`src/rtl/oam_dma_pkg.sv`:
```
// Shared types and constants for the OAM DMA engine and its PPU neighbours.
package oam_dma_pkg;

   localparam int OAM_SIZE = 160;

   typedef enum logic [1:0] {
      DMA_IDLE,
      DMA_DELAY,
      DMA_COPY,
      DMA_DRAIN
   } dma_state_t;

   // Low byte of the I/O register addresses in the 0xFFxx page.
   typedef enum logic [7:0] {
      PPU_LCDC = 8'h40,
      PPU_SCY  = 8'h42,
      PPU_SCX  = 8'h43,
      PPU_DMA  = 8'h46
   } ppu_reg_t;

   // Echo RAM at E0..FF mirrors work RAM at C0..DF.
   function automatic logic [7:0] echoMap(input logic [7:0] hi);
      return (hi >= 8'hE0) ? (hi & 8'hDF) : hi;
   endfunction

endpackage

```
`src/rtl/oam_dma_if.sv`:
```
// Register, source-bus and OAM-write signals of the OAM DMA engine.
interface oam_dma_if;
   import oam_dma_pkg::*;

   logic        reg_write;
   logic [7:0]  reg_d_wr;
   logic [7:0]  reg_d_rd;
   logic [15:0] bus_addr;
   logic        bus_rd;
   logic [7:0]  bus_d_rd;
   logic [7:0]  oam_addr;
   logic        oam_write;
   logic [7:0]  oam_d_wr;
   logic        active;

   modport master (
      input  reg_write, reg_d_wr, bus_d_rd,
      output reg_d_rd, bus_addr, bus_rd, oam_addr, oam_write, oam_d_wr, active
   );

   modport slave (
      output reg_write, reg_d_wr, bus_d_rd,
      input  reg_d_rd, bus_addr, bus_rd, oam_addr, oam_write, oam_d_wr, active
   );

endinterface

```
`src/rtl/oam_dma.sv`:
```
// OAM DMA engine: copies LEN bytes from page {src_hi, 00} into OAM.
// Optional macro OAM_DMA_ECHO_EN remaps echo-RAM source pages E0..FF to C0..DF.
module oam_dma
   import oam_dma_pkg::*;
#(
   parameter int LEN         = OAM_SIZE,
   parameter int START_DELAY = 1
) (
   input  logic      clk,
   input  logic      reset,
   oam_dma_if.master dmaIf
);

   if (LEN > 256 || LEN < 1) begin : g_badLen
      $error("oam_dma: LEN must be in 1..256");
   end
   if (START_DELAY > 7 || START_DELAY < 0) begin : g_badDelay
      $error("oam_dma: START_DELAY must be in 0..7");
   end

   localparam logic [7:0] LAST_IDX    = 8'(LEN - 1);
   localparam logic [2:0] DELAY_LAST  = 3'((START_DELAY > 0) ? START_DELAY - 1 : 0);
   localparam dma_state_t START_STATE = (START_DELAY == 0) ? DMA_COPY : DMA_DELAY;

   dma_state_t r_state;
   dma_state_t w_nextState;
   logic [7:0] r_srcHi;
   logic [7:0] r_regDRd;
   logic [7:0] r_count;
   logic [2:0] r_delay;
   logic [7:0] r_oamAddr;
   logic       r_oamWrite;
   logic [7:0] w_srcHiEff;

`ifdef OAM_DMA_ECHO_EN
   assign w_srcHiEff = echoMap(r_srcHi);
`else
   assign w_srcHiEff = r_srcHi;
`endif

   always_ff @(posedge clk) begin
      if (reset) begin
         r_state <= DMA_IDLE;
      end else begin
         r_state <= w_nextState;
      end
   end

   // A register write in any state (re)starts the transfer.
   always_comb begin
      w_nextState    = r_state;
      dmaIf.bus_rd   = 1'b0;
      dmaIf.bus_addr = '0;
      dmaIf.active   = 1'b0;
      case (r_state)
         DMA_IDLE: begin
         end
         DMA_DELAY: begin
            dmaIf.active = 1'b1;
            if (r_delay == DELAY_LAST) w_nextState = DMA_COPY;
         end
         DMA_COPY: begin
            dmaIf.active   = 1'b1;
            dmaIf.bus_rd   = 1'b1;
            dmaIf.bus_addr = {w_srcHiEff, r_count};
            if (r_count == LAST_IDX) w_nextState = DMA_DRAIN;
         end
         DMA_DRAIN: begin
            dmaIf.active = 1'b1;
            w_nextState  = DMA_IDLE;
         end
         default: w_nextState = DMA_IDLE;
      endcase
      if (dmaIf.reg_write) w_nextState = START_STATE;
   end

   // The OAM write trails its source read by one cycle; a restart squashes it.
   always_ff @(posedge clk) begin
      if (reset) begin
         r_srcHi    <= '0;
         r_regDRd   <= '0;
         r_count    <= '0;
         r_delay    <= '0;
         r_oamAddr  <= '0;
         r_oamWrite <= 1'b0;
      end else begin
         r_oamWrite <= (r_state == DMA_COPY) && !dmaIf.reg_write;
         if (r_state == DMA_COPY) r_oamAddr <= r_count;
         if (dmaIf.reg_write) begin
            r_srcHi  <= dmaIf.reg_d_wr;
            r_regDRd <= dmaIf.reg_d_wr;
            r_count  <= '0;
            r_delay  <= '0;
         end else if (r_state == DMA_COPY) begin
            r_count <= r_count + 8'd1;
         end else if (r_state == DMA_DELAY) begin
            r_delay <= r_delay + 3'd1;
         end
      end
   end

   assign dmaIf.reg_d_rd  = r_regDRd;
   assign dmaIf.oam_addr  = r_oamAddr;
   assign dmaIf.oam_write = r_oamWrite;
   assign dmaIf.oam_d_wr  = r_oamWrite ? dmaIf.bus_d_rd : 8'h00;

endmodule

```
`src/flat_wrapper.sv`:
```
// flat-port wrapper written by rule: the top's interface ports become plain ports
module oam_dma_flat import oam_dma_pkg::*;
#(
   parameter int LEN         = OAM_SIZE,
   parameter int START_DELAY = 1
)
  (clk, reset, dmaIf_reg_write, dmaIf_reg_d_wr, dmaIf_bus_d_rd, dmaIf_reg_d_rd, dmaIf_bus_addr, dmaIf_bus_rd, dmaIf_oam_addr, dmaIf_oam_write, dmaIf_oam_d_wr, dmaIf_active);
  oam_dma_if dmaIf_i ();
  input  logic clk;
  input  logic reset;
  input wire logic [$bits(dmaIf_i.reg_write)-1:0] dmaIf_reg_write;
  input wire logic [$bits(dmaIf_i.reg_d_wr)-1:0] dmaIf_reg_d_wr;
  input wire logic [$bits(dmaIf_i.bus_d_rd)-1:0] dmaIf_bus_d_rd;
  output wire logic [$bits(dmaIf_i.reg_d_rd)-1:0] dmaIf_reg_d_rd;
  output wire logic [$bits(dmaIf_i.bus_addr)-1:0] dmaIf_bus_addr;
  output wire logic [$bits(dmaIf_i.bus_rd)-1:0] dmaIf_bus_rd;
  output wire logic [$bits(dmaIf_i.oam_addr)-1:0] dmaIf_oam_addr;
  output wire logic [$bits(dmaIf_i.oam_write)-1:0] dmaIf_oam_write;
  output wire logic [$bits(dmaIf_i.oam_d_wr)-1:0] dmaIf_oam_d_wr;
  output wire logic [$bits(dmaIf_i.active)-1:0] dmaIf_active;
  assign dmaIf_i.reg_write = dmaIf_reg_write;
  assign dmaIf_i.reg_d_wr = dmaIf_reg_d_wr;
  assign dmaIf_i.bus_d_rd = dmaIf_bus_d_rd;
  assign dmaIf_reg_d_rd = dmaIf_i.reg_d_rd;
  assign dmaIf_bus_addr = dmaIf_i.bus_addr;
  assign dmaIf_bus_rd = dmaIf_i.bus_rd;
  assign dmaIf_oam_addr = dmaIf_i.oam_addr;
  assign dmaIf_oam_write = dmaIf_i.oam_write;
  assign dmaIf_oam_d_wr = dmaIf_i.oam_d_wr;
  assign dmaIf_active = dmaIf_i.active;
  oam_dma #(.LEN(LEN), .START_DELAY(START_DELAY)) u_core (.clk(clk), .reset(reset), .dmaIf(dmaIf_i));
endmodule
```
`config.mk`:
```
export PLATFORM = sky130hd
export DESIGN_NAME = oam_dma_flat
export DESIGN_NICKNAME = d
export VERILOG_FILES = /design/src/rtl/oam_dma_pkg.sv /design/src/rtl/oam_dma_if.sv /design/src/rtl/oam_dma.sv /design/src/flat_wrapper.sv
export SDC_FILE = /design/constraint.sdc
export NUM_CORES = 1
export LEC_CHECK = 0
export ABC_CLOCK_PERIOD_IN_PS = 2500
export BUFFER_PORTS_ARGS = -buffer_cell sky130_fd_sc_hd__buf_2
export CAP_MARGIN = 40
export CORE_UTILIZATION = 50
export CTS_BUF_LIST = sky130_fd_sc_hd__clkbuf_2
export CTS_CLUSTER_SIZE = 40
export DETAILED_ROUTE_END_ITERATION = 10
export PLACE_DENSITY_LB_ADDON = 0.3
export SETUP_SLACK_MARGIN = 0.02
export SLEW_MARGIN = 20
export SYNTH_ARGS = -nofsm -noshare
export SYNTH_HDL_FRONTEND = slang
export SYNTH_SLANG_ARGS = --single-unit
```
`constraint.sdc`:
```
create_clock -name clk -period 2.5 [get_ports clk]
set_clock_uncertainty 0.2 [all_clocks]
set_input_delay 0.5 -clock clk [delete_from_list [all_inputs] [get_ports clk]]
set_output_delay 0.5 -clock clk [all_outputs]
set_load 0.03 [all_outputs]
```
# Word-level counts from Yosys, hierarchy flattened

Cells that the tools add are included.

Equal/unequal tests: 8
Add/subtract/negate cells: 2
Bitwise gates (word level): 1
Multiplexer cells: 8
Reductions and logical operators: 10

Operators with widths:

| operator                                                         | number |
|---|---|
| 16-bit 2-to-1 mux                                                | 1 |
| 8-bit by 1-bit adder with 8-bit output (second input constant)   | 1 |
| 8-bit == test (second input constant)                            | 1 |
| 8-bit 2-to-1 mux                                                 | 1 |
| 3-bit by 2-bit != test with 1-bit output (second input constant) | 2 |
| 2-bit one-hot mux with 3 select lines                            | 1 |
| 3-bit AND reduction                                              | 2 |
| 2-bit == test (second input constant)                            | 2 |
| 2-bit 2-to-1 mux                                                 | 2 |
| 2-bit by 1-bit != test with 1-bit output (second input constant) | 2 |
| 4-bit nonzero test                                               | 1 |
| 3-bit by 1-bit adder with 3-bit output (second input constant)   | 1 |
| 3-bit logical NOT                                                | 1 |
| 1-bit 2-to-1 mux                                                 | 3 |
| 3-bit nonzero test                                               | 1 |
| 3-bit OR reduction                                               | 1 |
| 2-bit by 1-bit == test with 1-bit output (second input constant) | 1 |
| 2-bit AND reduction                                              | 1 |
| 2-bit OR reduction                                               | 1 |
| 1-bit logical AND                                                | 1 |
| 1-bit logical NOT                                                | 1 |
| 1-bit inverter                                                   | 1 |

Register bits after elaboration: 30
Output and inout port bits: 43

# Longest topological paths before layout

Depth after elaboration: 4
Depth in mapped cells: 6

# Worst setup path after synthesis

No wires, ideal clock.

Path type: register to output
From: register u_core.r_state[0]
To: output port dmaIf_bus_addr[10]
Slack: 0.291 ns
Path buffers: 1
Arrival time: 1.509 ns
Cell stages (with the launch flop): 5
Path through: dfxtp_1 > inv_1 > ha_1 > clkbuf_1 > and2_1

Longest elaborated chain between the ends: 2

RTL lines:

| element                | RTL line           | text |
|---|---|---|
| from (decl)            | oam_dma.sv:25      | `dma_state_t r_state;` |
| from (signal assigned) | oam_dma.sv:45      | `r_state <= w_nextState;` |
| 2-bit == test          | oam_dma.sv:55      | `case (r_state)` |
| 16-bit 2-to-1 mux      | oam_dma.sv:55      |  |
| to (decl)              | flat_wrapper.sv:15 | `output wire logic [$bits(dmaIf_i.bus_addr)-1:0] dmaIf_bus_addr;` |

No other way between the ends.

# Final worst setup path

From: register u_core.r_state[1]
To: output port dmaIf_bus_addr[0]

The elaborated chain is that of the path after synthesis.

==> parameters.txt <==
Parameter                              Value

Run status
  Result of the run ... finished, final reports clean

Critical path
  Critical path endpoint category ... primary output
  Endpoint of the lowest-slack register-to-register path ... u_core.r_count[7]
  Launch instance of the worst register-to-register path ... u_core.r_state[1]
  Depth of the worst register-to-register path ... 6
  Data arrival, critical path ... 1.61 ns
  Kind of critical path ... reg2out
  Critical path data required time ... 1.80 ns
  Max FO, Critical Path ... 12
  Worst reg-to-reg setup slack ... 0.66 ns
  CP startpoint kind ... flip-flop

Yosys
  Sequential-to-total area share from yosys stat ... 42.4%
  Syn avg cell area ... 9.13 µm²
  Cells taking the most area after synthesis ... dfxtp_1, and2_1, ha_1
  Warnings from Yosys ... 0
  Post-synth cell types ... 26
  Flip-flop and latch count after synthesis ... 30
  Number of enable-type register cells in the synthesized netlist ... 0
  Post-Syn Area ... 1420 µm²
  Syn nets ... 184
  Simple-Gate Fraction of Synth Area ... 24.5%
  Leading cell types by count after synthesis ... dfxtp_1, nor2_1, and2_1, a21oi_1
  Share of synthesized registers carrying an async set or reset ... 0%
  Dominant synthesized flop cell ... dfxtp_1
  Xor-xnor portion of the synthesized cell area ... 4.33%
  Synth Instances ... 155
  Share of the synthesized area in compound gates (AO/OA/AOI/OAI) ... 7.87%
  Proportion of synthesized area in mux cells ... 7.07%
  Dominant cell type by area after synthesis ... dfxtp_1
  Dominant combinational cell family by area after synthesis ... simple AND/OR/NAND/NOR gates
  Area share of the largest cell type after synthesis ... 42.4%
  Post-Synth Adder-Cell Area ... 8.84%
  Most repeated cell in the gate-level netlist after synthesis ... dfxtp_1

STA
  Worst hold slack ... 0.140 ns
  Period utilisation layout ... 92.4%
  Maximum clock rate ... 433 MHz
  Setup tns final ... 0 ns
  Unrepaired setup endpoints after global routing ... no
  Slew at the pin closest to its max-slew limit ... 0.376 ns
  Final setup violation count ... 0
  Max transition margin ... 74.7%
  Tmin final ... 2.31 ns
  Max-slew violation count ... 0
  Final Hold Violating Endpoints ... 0

Die
  Core region area ... 2570 µm²
  Number of core rows ... 18
  Floorplan die area ... 3050 µm²
  Count of boundary I/O pins ... 62
  Die span in y ... 55.2 µm
  Floorplan die width ... 55.2 µm
  Starting density of the core ... 55.1%

Finish
  Finished layout cell area ... 1780 µm²
  Multi-input gate area in the final layout ... 757 µm²
  Final net count ... 248
  Non-Filler Instances ... 250
  Layout cells sized above 1 ... 36.4%
  Total inserted antenna cells ... 0
  Fill cell total of the finished layout ... 223
  Area growth from synthesis to layout ... 26.0%
  Post-layout utilization of the core ... 69.4%
  Flip-flop and latch area ... 602 µm²

Clock network
  Num CTS Buffers ... 5
  Worst-path clk slew ... 0.16 ns
  Count of hold-fix buffers inserted at cts ... 0
  Root buffer selected by CTS ... clkbuf_2
  Clock Sinks ... 30
  Clock latency reported for the late side of the worst-skew pair ... 0.38 ns
  Clock tree from TritonCTS ... yes
  Count of H-tree levels built during CTS ... 2
  Buffer levels on the longest clock path ... 2

Place
  Post-place instance area ... 1730 µm²
  Inst Count DP ... 242
  DPL Wire Length ... 2.27 mm
  Placer congestion estimate ... 0.780
  Number of I/O port buffers ... 61

Drt
  DRC violation count after routing ... 0
  Wire length per cell ... 11.9 µm
  Count of nets left with antenna violations after detail routing ... 0
  Initial drt markers ... 37
  Total number of vias ... 1275
  Count of TritonRoute iterations in the first routing pass ... 4
  Number of vias per cell ... 5.10
  Post-Route WL ... 2.98 mm

Global routing
  Initial antenna violation count ... 0
  Aggregate global-route resource usage ... 20.6%
  Total congestion overflow after global routing ... 0
  Vias in the first global route ... 1128
  Pin count of the biggest net entering global routing ... 19
  First-pass GRT wire length ... 4.96 mm

Run
  Max capacitance violation total ... 0

Hold path
  WHS Endpoint ... u_core.r_srcHi[2]
  Hold crit path type ... in2reg
  Origin of the worst min-delay path ... dmaIf_reg_d_wr[2]
  Worst hold path cell count ... 3

Power
  Worst vdd rail ir drop ... 0.391 mV
  Power density over the cells ... 514 nW/µm²
  Leakage power figure ... 0.904 nW
==> cells in the final DEF, fill, tap and decap left out, types with 2 or more instances in the layout <==
master / n
o21ai_0: 2
and2_1: 23
nor3_1: 2
clkbuf_2: 5
a21oi_1: 13
nand4_1: 2
clkinv_1: 2
buf_4: 2
xnor2_1: 3
inv_1: 4
dfxtp_1: 29
ha_1: 9
mux2i_1: 10
or3_1: 2
buf_2: 60
xor2_1: 4
nand2_1: 6
nor2_1: 28
==> logic make-up after synthesis <==
kind of cell,after synthesis
XOR/XNOR,7
flip-flops,30
AO/OA/AOI/OAI,18
adder cells (fa/ha/maj),10
buffers and inverters,12
multiplexers,10
AND/OR/NAND/NOR,68
==> routing by layer <==
| metal | global-route usage, % | wire, µm | vias to the layer above |
|---|---|---|---|
| li1 | - | - | 634 |
| met1 | 22.5 | 1200 | 582 |
| met2 | 36.1 | 1490 | 54 |
| met3 | 8.67 | 245 | 5 |
| met4 | 6.43 | 40 | 0 |
| met5 | 0 | 0 | - |
==> cell type report <==
class | count | area share [%]
clock buffers | 5 | 1.40
clock inverters | 3 | 0.912
inverters | 6 | 1.26
multi-input cells | 113 | 42.5
flip-flops and latches | 30 | 33.8
well taps | 30 | 2.11
repair buffers | 63 | 18.1
==> critical path, stage by stage, from the launching register on <==
cell,delay (ns)
dfxtp_1,0.48
ha_4,0.21
buf_4,0.18
and2_1,0.17
clkbuf_4,0.20
==> power by group <==
part           switching [mW]  internal, mW
sequential             0.0165         0.494
clock                   0.174        0.0635
combinational           0.104        0.0650
total                   0.294         0.623
==> sequential cells by signal, indices dropped and copies added, names as in the netlist <==
name and count:
u_core.r_state 2, u_core.dmaIf.oam_write 1, u_core.r_srcHi 8, u_core.r_count 8, u_core.r_delay 3, u_core.dmaIf.oam_addr 8
==> how the worst max path moves through the flow <==
stage	depth (start not counted)	slack, ns	end	from
CTS	5	0.08	dmaIf_bus_addr[0]	u_core.r_state[0]
global route	5	0.07	dmaIf_bus_addr[0]	u_core.r_state[0]
floorplan	4	0.29	dmaIf_bus_addr[10]	u_core.r_state[0]
detailed placement	5	0.41	dmaIf_bus_addr[0]	u_core.r_state[0]
global placement	5	0.50	dmaIf_bus_addr[3]	u_core.r_state[0]
finish	4	0.19	dmaIf_bus_addr[0]	u_core.r_state[1]
==> through the flow <==
stage	total power [mW]	worst slack (ns)
6_report	0.916	0.190
5_1_grt	0.969	0.0679
4_1_cts	0.921	0.0825
3_5_place_dp	0.685	0.413
3_3_place_gp	0.674	0.503
2_1_floorplan	0.637	0.291
==> repair_timing <==
action | in CTS | in global routing
gates resized for setup | 2 | 3
setup endpoints to repair | 11 | 11
buffers inserted | 0 | 0
Power figures use the tool's default switching activity.
